===== src/rtl/nand_page_read_capture.sv =====
// NAND page read capture: waits out tWB and the R/B# busy/ready handshake, then
// strobes RE# once per byte and streams captured IO bytes on a valid/ready port.
module nand_page_read_capture #(
  parameter int PAGE_BYTES   = 2048,
  parameter int RE_LOW_CYC   = 2,
  parameter int RE_HIGH_CYC  = 2,
  parameter int TWB_CYC      = 4,
  parameter int BUSY_TIMEOUT = 65535
) (
  input  logic        clk,
  input  logic        rst,
  input  logic        start,
  input  logic [11:0] len,
  input  logic        rb_n,
  input  logic [7:0]  io_in,
  output logic        re_n,
  output logic [7:0]  data_out,
  output logic        data_valid,
  input  logic        data_ready,
  output logic        busy,
  output logic        done,
  output logic        timeout_err
);

  // Stream handshake: a byte transfers on every clk edge where data_valid and
  // data_ready are both 1; data_out/data_valid hold steady until that edge.

  localparam int CW = 17;

  typedef enum logic [2:0] {
    S_IDLE,
    S_WAIT_WB,
    S_WAIT_RDY,
    S_RE_LOW,
    S_RE_HIGH,
    S_FINISH
  } state_t;

  state_t        state;
  logic          rb_q1;
  logic          rb_s;
  logic          seen_low;
  logic [CW-1:0] cnt;
  logic [11:0]   remaining;
  logic [11:0]   len_clamped;

  assign len_clamped = (len > 12'(PAGE_BYTES)) ? 12'(PAGE_BYTES) : len;

  // R/B# is driven by the device with no relation to clk.
  always_ff @(posedge clk or posedge rst) begin
    if (rst) begin
      rb_q1 <= 1'b1;
      rb_s  <= 1'b1;
    end else begin
      rb_q1 <= rb_n;
      rb_s  <= rb_q1;
    end
  end

  always_ff @(posedge clk or posedge rst) begin
    if (rst) begin
      state       <= S_IDLE;
      re_n        <= 1'b1;
      data_out    <= 8'd0;
      data_valid  <= 1'b0;
      busy        <= 1'b0;
      done        <= 1'b0;
      timeout_err <= 1'b0;
      seen_low    <= 1'b0;
      cnt         <= '0;
      remaining   <= 12'd0;
    end else begin
      done        <= 1'b0;
      timeout_err <= 1'b0;
      if (data_valid && data_ready) data_valid <= 1'b0;

      case (state)
        S_IDLE: begin
          // A start coinciding with the previous read's done pulse is dropped.
          if (start && !done) begin
            remaining <= len_clamped;
            busy      <= 1'b1;
            cnt       <= '0;
            state     <= S_WAIT_WB;
          end
        end

        S_WAIT_WB: begin
          if (cnt == CW'(TWB_CYC - 1)) begin
            cnt      <= '0;
            seen_low <= 1'b0;
            state    <= S_WAIT_RDY;
          end else begin
            cnt <= cnt + 17'd1;
          end
        end

        S_WAIT_RDY: begin
          if (!rb_s) seen_low <= 1'b1;
          // Ready means a low-then-high sequence seen from inside this state.
          if (seen_low && rb_s) begin
            cnt <= '0;
            if (remaining == 12'd0) begin
              state <= S_FINISH;
            end else begin
              re_n  <= 1'b0;
              state <= S_RE_LOW;
            end
          end else if (cnt == CW'(BUSY_TIMEOUT - 1)) begin
            done        <= 1'b1;
            timeout_err <= 1'b1;
            busy        <= 1'b0;
            cnt         <= '0;
            state       <= S_IDLE;
          end else begin
            cnt <= cnt + 17'd1;
          end
        end

        S_RE_LOW: begin
          if (cnt == CW'(RE_LOW_CYC - 1)) begin
            re_n       <= 1'b1;
            data_out   <= io_in;
            data_valid <= 1'b1;
            remaining  <= remaining - 12'd1;
            cnt        <= '0;
            state      <= S_RE_HIGH;
          end else begin
            cnt <= cnt + 17'd1;
          end
        end

        S_RE_HIGH: begin
          if (cnt != CW'(RE_HIGH_CYC - 1)) cnt <= cnt + 17'd1;
          // Backpressure simply stretches RE# high until the byte is taken.
          if (cnt == CW'(RE_HIGH_CYC - 1) && (!data_valid || data_ready)) begin
            cnt <= '0;
            if (remaining == 12'd0) begin
              state <= S_FINISH;
            end else begin
              re_n  <= 1'b0;
              state <= S_RE_LOW;
            end
          end
        end

        S_FINISH: begin
          done  <= 1'b1;
          busy  <= 1'b0;
          state <= S_IDLE;
        end

        default: state <= S_IDLE;
      endcase
    end
  end

endmodule


===== config.mk =====
export PLATFORM = sky130hd
export DESIGN_NAME = nand_page_read_capture
export DESIGN_NICKNAME = d
export VERILOG_FILES = /design/src/rtl/nand_page_read_capture.sv
export SDC_FILE = /design/constraint.sdc
export NUM_CORES = 1
export LEC_CHECK = 0
export CAP_MARGIN = 20
export CORE_ASPECT_RATIO = 1.4
export CORE_MARGIN = 2
export CORE_UTILIZATION = 50
export DETAILED_ROUTE_END_ITERATION = 8
export GPL_TIMING_DRIVEN = 0
export PLACE_DENSITY = 0.74
export SKIP_CTS_REPAIR_TIMING = 1
export SLEW_MARGIN = 15
export SYNTH_ARGS = -nofsm -noshare
export SYNTH_HDL_FRONTEND = slang
export SYNTH_SLANG_ARGS = --single-unit

===== constraint.sdc =====
create_clock -name clk -period 3.17 [get_ports clk]
set_input_delay 0.4755 -clock clk [delete_from_list [all_inputs] [get_ports clk]]
set_output_delay 0.4755 -clock clk [all_outputs]
set_load 0.05 [all_outputs]

Word level (Yosys, flattened, before mapping)
Cells that the tools add are included.
Widths: inputs -> output; s select.
{"block": "word_totals", "reg_bits": 48, "latchBits": 0, "mem_bits_rw": 0, "romBits": 0, "inputBits": 25, "wordCells": 94, "n_memories": 0}
{"block": "classes", "n_addsub": 2, "mul": 0, "n_div": 0, "magnitude_cmp": 1, "n_eq_ne": 19, "shift": 0, "muxes": 39, "n_bitwise": 0, "n_reduce_logical": 21}
{"cell": "$mux 17", "n": 7}
{"cell": "$pmux 17 s5", "n": 1}
{"cell": "$mux 12", "n": 3}
{"cell": "$pmux 12 s2", "n": 1}
{"cell": "$mux 3", "n": 7}
{"cell": "$add 17x1->17 const B", "n": 1}
{"cell": "$eq 17x1->1 const B", "n": 1}
{"cell": "$eq 17x16->1 const B", "n": 1}
{"cell": "$eq 17x2->1 const B", "n": 1}
{"cell": "$ne 17x1->1 const B", "n": 1}
{"cell": "$ne 2x2->1 const B", "n": 8}
{"cell": "$mux 1", "n": 15}
{"cell": "$pmux 3 s5", "n": 1}
{"cell": "$gt 12x12->1 const B", "n": 1}
{"cell": "$logic_not 12->1", "n": 1}
{"cell": "$sub 12x1->12 const B", "n": 1}
{"cell": "$reduce_and 3->1", "n": 3}
{"cell": "$reduce_and 4->1", "n": 2}
{"cell": "$eq 3x2->1 const B", "n": 2}
{"cell": "$eq 3x3->1 const B", "n": 2}
{"cell": "$ne 3x3->1 const B", "n": 2}
{"cell": "$pmux 1 s3", "n": 2}
{"cell": "$reduce_bool 3->1", "n": 2}
{"cell": "$reduce_and 5->1", "n": 1}
{"cell": "other kinds (9)", "n": 15}

Logic depth before layout (Yosys ltp)
{"block": "depth", "depth_word": 5, "mapped_depth": 9}

Worst setup path before layout
No wires, ideal clock.
{"block": "synth_path", "kind": "reg2reg", "start": "register cnt[13]", "end": "register state[0]", "setup_time_ns": 0.128, "arrival_time_ns": 1.825, "required_time_ns": 3.042, "slack_ns": 1.217, "stages_incl_launch_ff": 5, "synth_period_minus_slack_ns": 1.953, "cell_sequence": "dfrtp_1 or4_4 o31a_1 nor3_2 mux2_1"}
{"block": "synth_between", "elab_chain_len": 4, "elab_cells_between_ends": 9, "classes_between": "eq/ne: 7; reduce/logical: 2"}
{"element": "start, declared", "line_no": "43", "text": "logic [CW-1:0] cnt;"}
{"element": "start signal, assigned", "line_no": "94", "text": "cnt <= cnt + 17'd1;"}
{"element": "start signal, assigned", "line_no": "116", "text": "cnt <= cnt + 17'd1;"}
{"element": "start signal, assigned", "line_no": "129", "text": "cnt <= cnt + 17'd1;"}
{"element": "$eq 17x1->1", "line_no": "121, 136"}
{"element": "$logic_and 1x1->1", "line_no": "136", "text": "if (cnt == CW'(RE_HIGH_CYC - 1) && (!data_valid || data_ready)) begin"}
{"element": "$ne 2x2->1 (no source line)"}
{"element": "$reduce_and 5->1 (no source line) (*)"}
{"element": "end signal, assigned", "line_no": "127", "text": "state <= S_RE_HIGH;"}
{"element": "end signal, assigned", "line_no": "139", "text": "state <= S_FINISH;"}
{"element": "end signal, assigned", "line_no": "142", "text": "state <= S_RE_LOW;"}
{"element": "end, declared", "line_no": "39", "text": "state_t state;"}
Mark *: on every way between the ends. The rest lies on a longest branch, timed or not.
A chain may end at the register's enable or synchronous reset.

Worst setup path after layout
{"block": "layout_path", "start": "register cnt[0]", "end": "register cnt[10]"}
{"block": "layout_between", "elab_chain_len": 4, "elab_cells_between_ends": 15, "classes_between": "add/sub: 1; eq/ne: 5; mux: 7; reduce/logical: 2"}
{"element": "$add 17x1->17, or another cell as far along"}
{"element": "$mux 17, or another cell as far along", "line_no": "134", "text": "if (cnt != CW'(RE_HIGH_CYC - 1)) cnt <= cnt + 17'd1;"}
{"element": "$mux 17, or another cell as far along", "line_no": "136"}
{"element": "$pmux 17 s5 / $reduce_and 3->1 (equally long branches)"}
Parallel ways exist; a longest one is shown, timed or not. The select of a mux whose other input is x is not followed.

==> reports/results.txt <==
number of buffers created by CTS = 5
Seq pwr share = 32.5%
most used standard cell by instance count after synthesis = sky130_fd_sc_hd__dfrtp_1
effective utilization at floorplan = 51.90%
combinational cell fraction of total power = 54.2%
global placer's final weighted congestion = 0.8961
via total after detailed routing = 2583
clock skew = 12.04 ps
sequential-to-total area share from yosys stat = 42.02%
chip width = 68.01 um
aggregate global-route resource usage = 24.38%
Tightest Hold Check Type = reg -> reg
layer with the highest usage = met2
fin crit share = 71.80%
Remaining DRCs = 0
Critical Path Max Stage Delay = 500 ps
antenna diode count = 0
via count normalized by instance count = 6.254
clock root buffer = sky130_fd_sc_hd__clkbuf_8
placed cells = 405
Wirelength per Cell = 17.10 um
flop-to-flop setup slack = 890 ps
Async SR Flop Fraction = 100.0%
top cells by instance count after synthesis = sky130_fd_sc_hd__dfrtp_1, sky130_fd_sc_hd__nor2_1, sky130_fd_sc_hd__nand2_1
Total Die Area = 0.006366 mm2
area share of the leading cell type in the synthesized netlist = 39.27%
sequential cell area = 0.001205 mm2
number of synthesized flops with an enable pin = 0
startpoint of the most critical register-to-register path = cnt[0]$_DFFE_PP0P_
final critical-path required period = 2276 ps
met1 usage in global routing = 30.50%
proportion of layout cells with a drive suffix above 1 = 16.23%
vertical die dimension = 93.61 um
worst-path cell chain = ha_1 > nor4b_4 > and4_4 > o22ai_2 > nor4_4 > buf_6 > a21oi_2
hold path startpoint = rb_q1$_DFF_PP1_
cell with the largest stage delay on the worst path = sky130_fd_sc_hd__dfrtp_1
CP endpoint kind = register
total core area = 0.005525 mm2
maximum number of pins on one net before global-route repair = 38
Internal = 0.001492 W
cell types with the largest area share after synthesis = sky130_fd_sc_hd__dfrtp_1, sky130_fd_sc_hd__a21oi_2, sky130_fd_sc_hd__nor2_1
antenna violations before repair = 0
tightest slew margin relative to the limit = 51.03%
number of global-route vias before repair = 2462
R2R cell count = 7
reg2reg end = cnt[10]$_DFFE_PP0P_
met3 track demand over resource = 3.490%
Final Routed Wirelength = 7.062 mm
Hold Path Stages = 0
clock latency of the later-clocked register in the worst-skew pair = 300 ps
Peak supply drop = 0.4500 mV
area occupied by multi-input gates = 0.001558 mm2
count of pins on the block boundary = 38
type of origin of the critical path = register
post-synthesis register bit count = 48
critical path class = reg -> reg
Critical Path Fanout Max = 10
clock sink count = 48
Final Power = 0.002789 W
Critical Path Stages = 7
accumulated negative setup slack = 0 ps
Reg clk slew, reported paths = 100 ps
TritonCTS clock tree = done
measured slew at the worst slew-check pin = 727.8 ps
category of cells accounting for the largest share of critical-path delay = simple AND/OR/NAND/NOR gates
number of nets in the synthesized netlist = 329
leading register cell type out of synthesis = sky130_fd_sc_hd__dfrtp_1
row count = 32
run status = completed
max-cap check violation count = 0
number of buffers inserted by port buffering = 37
number of failing hold endpoints at the final stage = 0
number of standard cells in the final layout excluding fillers = 413
average footprint of a synthesized cell = 9.591 um2
number of buffer and inverter instances along the worst setup path = 1
H-tree lvl count = 2
RSZ-0062 raised after global routing = no
fin nets = 374
required time of the critical path = 3350 ps
first-iteration detailed-routing DRC count = 255
synth unique cells = 57
wire length of the first global-routing pass = 11.87 mm
Sw Pwr = 0.001297 W
detailed-router iteration count before antenna repair = 4
Leak Pwr = 1.334 nW
instance count of the mapped netlist = 299
fillcell total = 487
Switching Fraction = 46.50%
number of synthesis warnings = 0
end of the worst hold path = rb_s$_DFF_PP1_
Syn Std Cell Area = 0.002868 mm2
half-perimeter wire length after placement = 5.199 mm
DRT antenna net count = 0
final setup violation count = 0
cell type with the highest aggregate area in the netlist = sky130_fd_sc_hd__dfrtp_1
smallest hold slack = 350.6 ps
Area growth syn-to-layout = 19.63%
clock network fraction of total power = 13.3%
fraction of met2 tracks used by global routing = 42.23%
peak clock frequency supported by timing = 0.4393 GHz
power per unit of standard cell area = 812.8 mW/mm2
critical path data arrival time = 2450 ps
grt total ovfl = 0
Slew Viols, Final = 0
largest buffer count on any clock path = 2
## stage by stage
step                      setup slack (ps)  instance area [um2]  utilization [%]
final                                893.9                 3431            62.09
after global routing                 771.7                 3431            62.09
after CTS                            917.7                 3431            62.09
after detailed placement             705.0                 3343            60.51
after global placement               597.7                 3323            60.14
after floorplan                       1217                 2868                -
## sequential cells by signal (all words and copies together), names as in the netlist, 3 cells and up
register   cells
cnt           17
remaining     12
state          3
data_out       8
## worst max-delay path by stage
stage	start	to	slack (ps)
6_report	cnt[0]$_DFFE_PP0P_	cnt[10]$_DFFE_PP0P_	890
5_1_grt	cnt[1]$_DFFE_PP0P_	cnt[10]$_DFFE_PP0P_	770
4_1_cts	cnt[0]$_DFFE_PP0P_	cnt[10]$_DFFE_PP0P_	920
3_5_place_dp	start	cnt[15]$_DFFE_PP0P_	710
3_3_place_gp	rst	state[1]$_DFFE_PP0P_	600
2_1_floorplan	cnt[13]$_DFFE_PP0P_	state[0]$_DFFE_PP0P_	1220
## power groups by stage
stage	combinational, W	clock, W	sequential [W]
global placement	0.00148	0	0.000912
floorplan	0.000855	0	0.00114
detailed placement	0.00151	0	0.000920
global route	0.00164	0.000414	0.000932
finish	0.00151	0.000370	0.000908
CTS	0.00151	0.000382	0.000908
## routing by layer
metal | part of all wire, % | up-vias
li1 | - | 1231
met1 | 42 | 1264
met2 | 53 | 74
met3 | 3.7 | 14
met4 | 1.8 | 0
met5 | 0 | -
## logic make-up (layout without fill, tap and decap cells)
kind of cell,after synthesis,after routing,share of synthesized area (%)
adder cells (fa/ha/maj),5,5,2.182
AO/OA/AOI/OAI,94,94,22.38
AND/OR/NAND/NOR,120,120,25.52
multiplexers,11,11,4.232
buffers and inverters,21,67,3.665
flip-flops,48,48,42.02
## cells in the final DEF, fill, tap and decap left out, types with 3 or more instances in the layout
master / instances
sky130_fd_sc_hd__nor3b_1: 4
sky130_fd_sc_hd__o21ai_0: 18
sky130_fd_sc_hd__nand3_1: 5
sky130_fd_sc_hd__clkdlybuf4s50_1: 37
sky130_fd_sc_hd__mux2_2: 8
sky130_fd_sc_hd__nor2_1: 25
sky130_fd_sc_hd__o21ai_1: 9
sky130_fd_sc_hd__dfstp_2: 3
sky130_fd_sc_hd__buf_2: 3
sky130_fd_sc_hd__a21oi_1: 15
sky130_fd_sc_hd__clkbuf_8: 5
sky130_fd_sc_hd__inv_1: 6
sky130_fd_sc_hd__nor4_1: 6
sky130_fd_sc_hd__nor2b_1: 3
sky130_fd_sc_hd__nor3_1: 8
sky130_fd_sc_hd__nor4_2: 3
sky130_fd_sc_hd__dfrtp_1: 45
sky130_fd_sc_hd__or3_1: 6
sky130_fd_sc_hd__or2_2: 3
sky130_fd_sc_hd__a21oi_2: 11
sky130_fd_sc_hd__buf_6: 3
sky130_fd_sc_hd__nand4_1: 6
sky130_fd_sc_hd__o31ai_1: 11
sky130_fd_sc_hd__a31oi_1: 5
sky130_fd_sc_hd__nand2b_1: 5
sky130_fd_sc_hd__nand2_1: 23
sky130_fd_sc_hd__a22oi_1: 5
sky130_fd_sc_hd__or4_1: 8
sky130_fd_sc_hd__clkbuf_1: 8
sky130_fd_sc_hd__ha_1: 5
## final cells by class
cell class                      count  share of cell area (%)
Buffer                             14                   2.298
Clock buffer                        5                   2.006
Clock inverter                      3                  0.5470
Inverter                            7                  0.7659
Multi-Input combinational cell    230                   45.40
Sequential cell                    48                   35.12
Tap cell                           68                   2.480
Timing Repair Buffer               38                   11.38
Power figures use the tool's default switching activity.
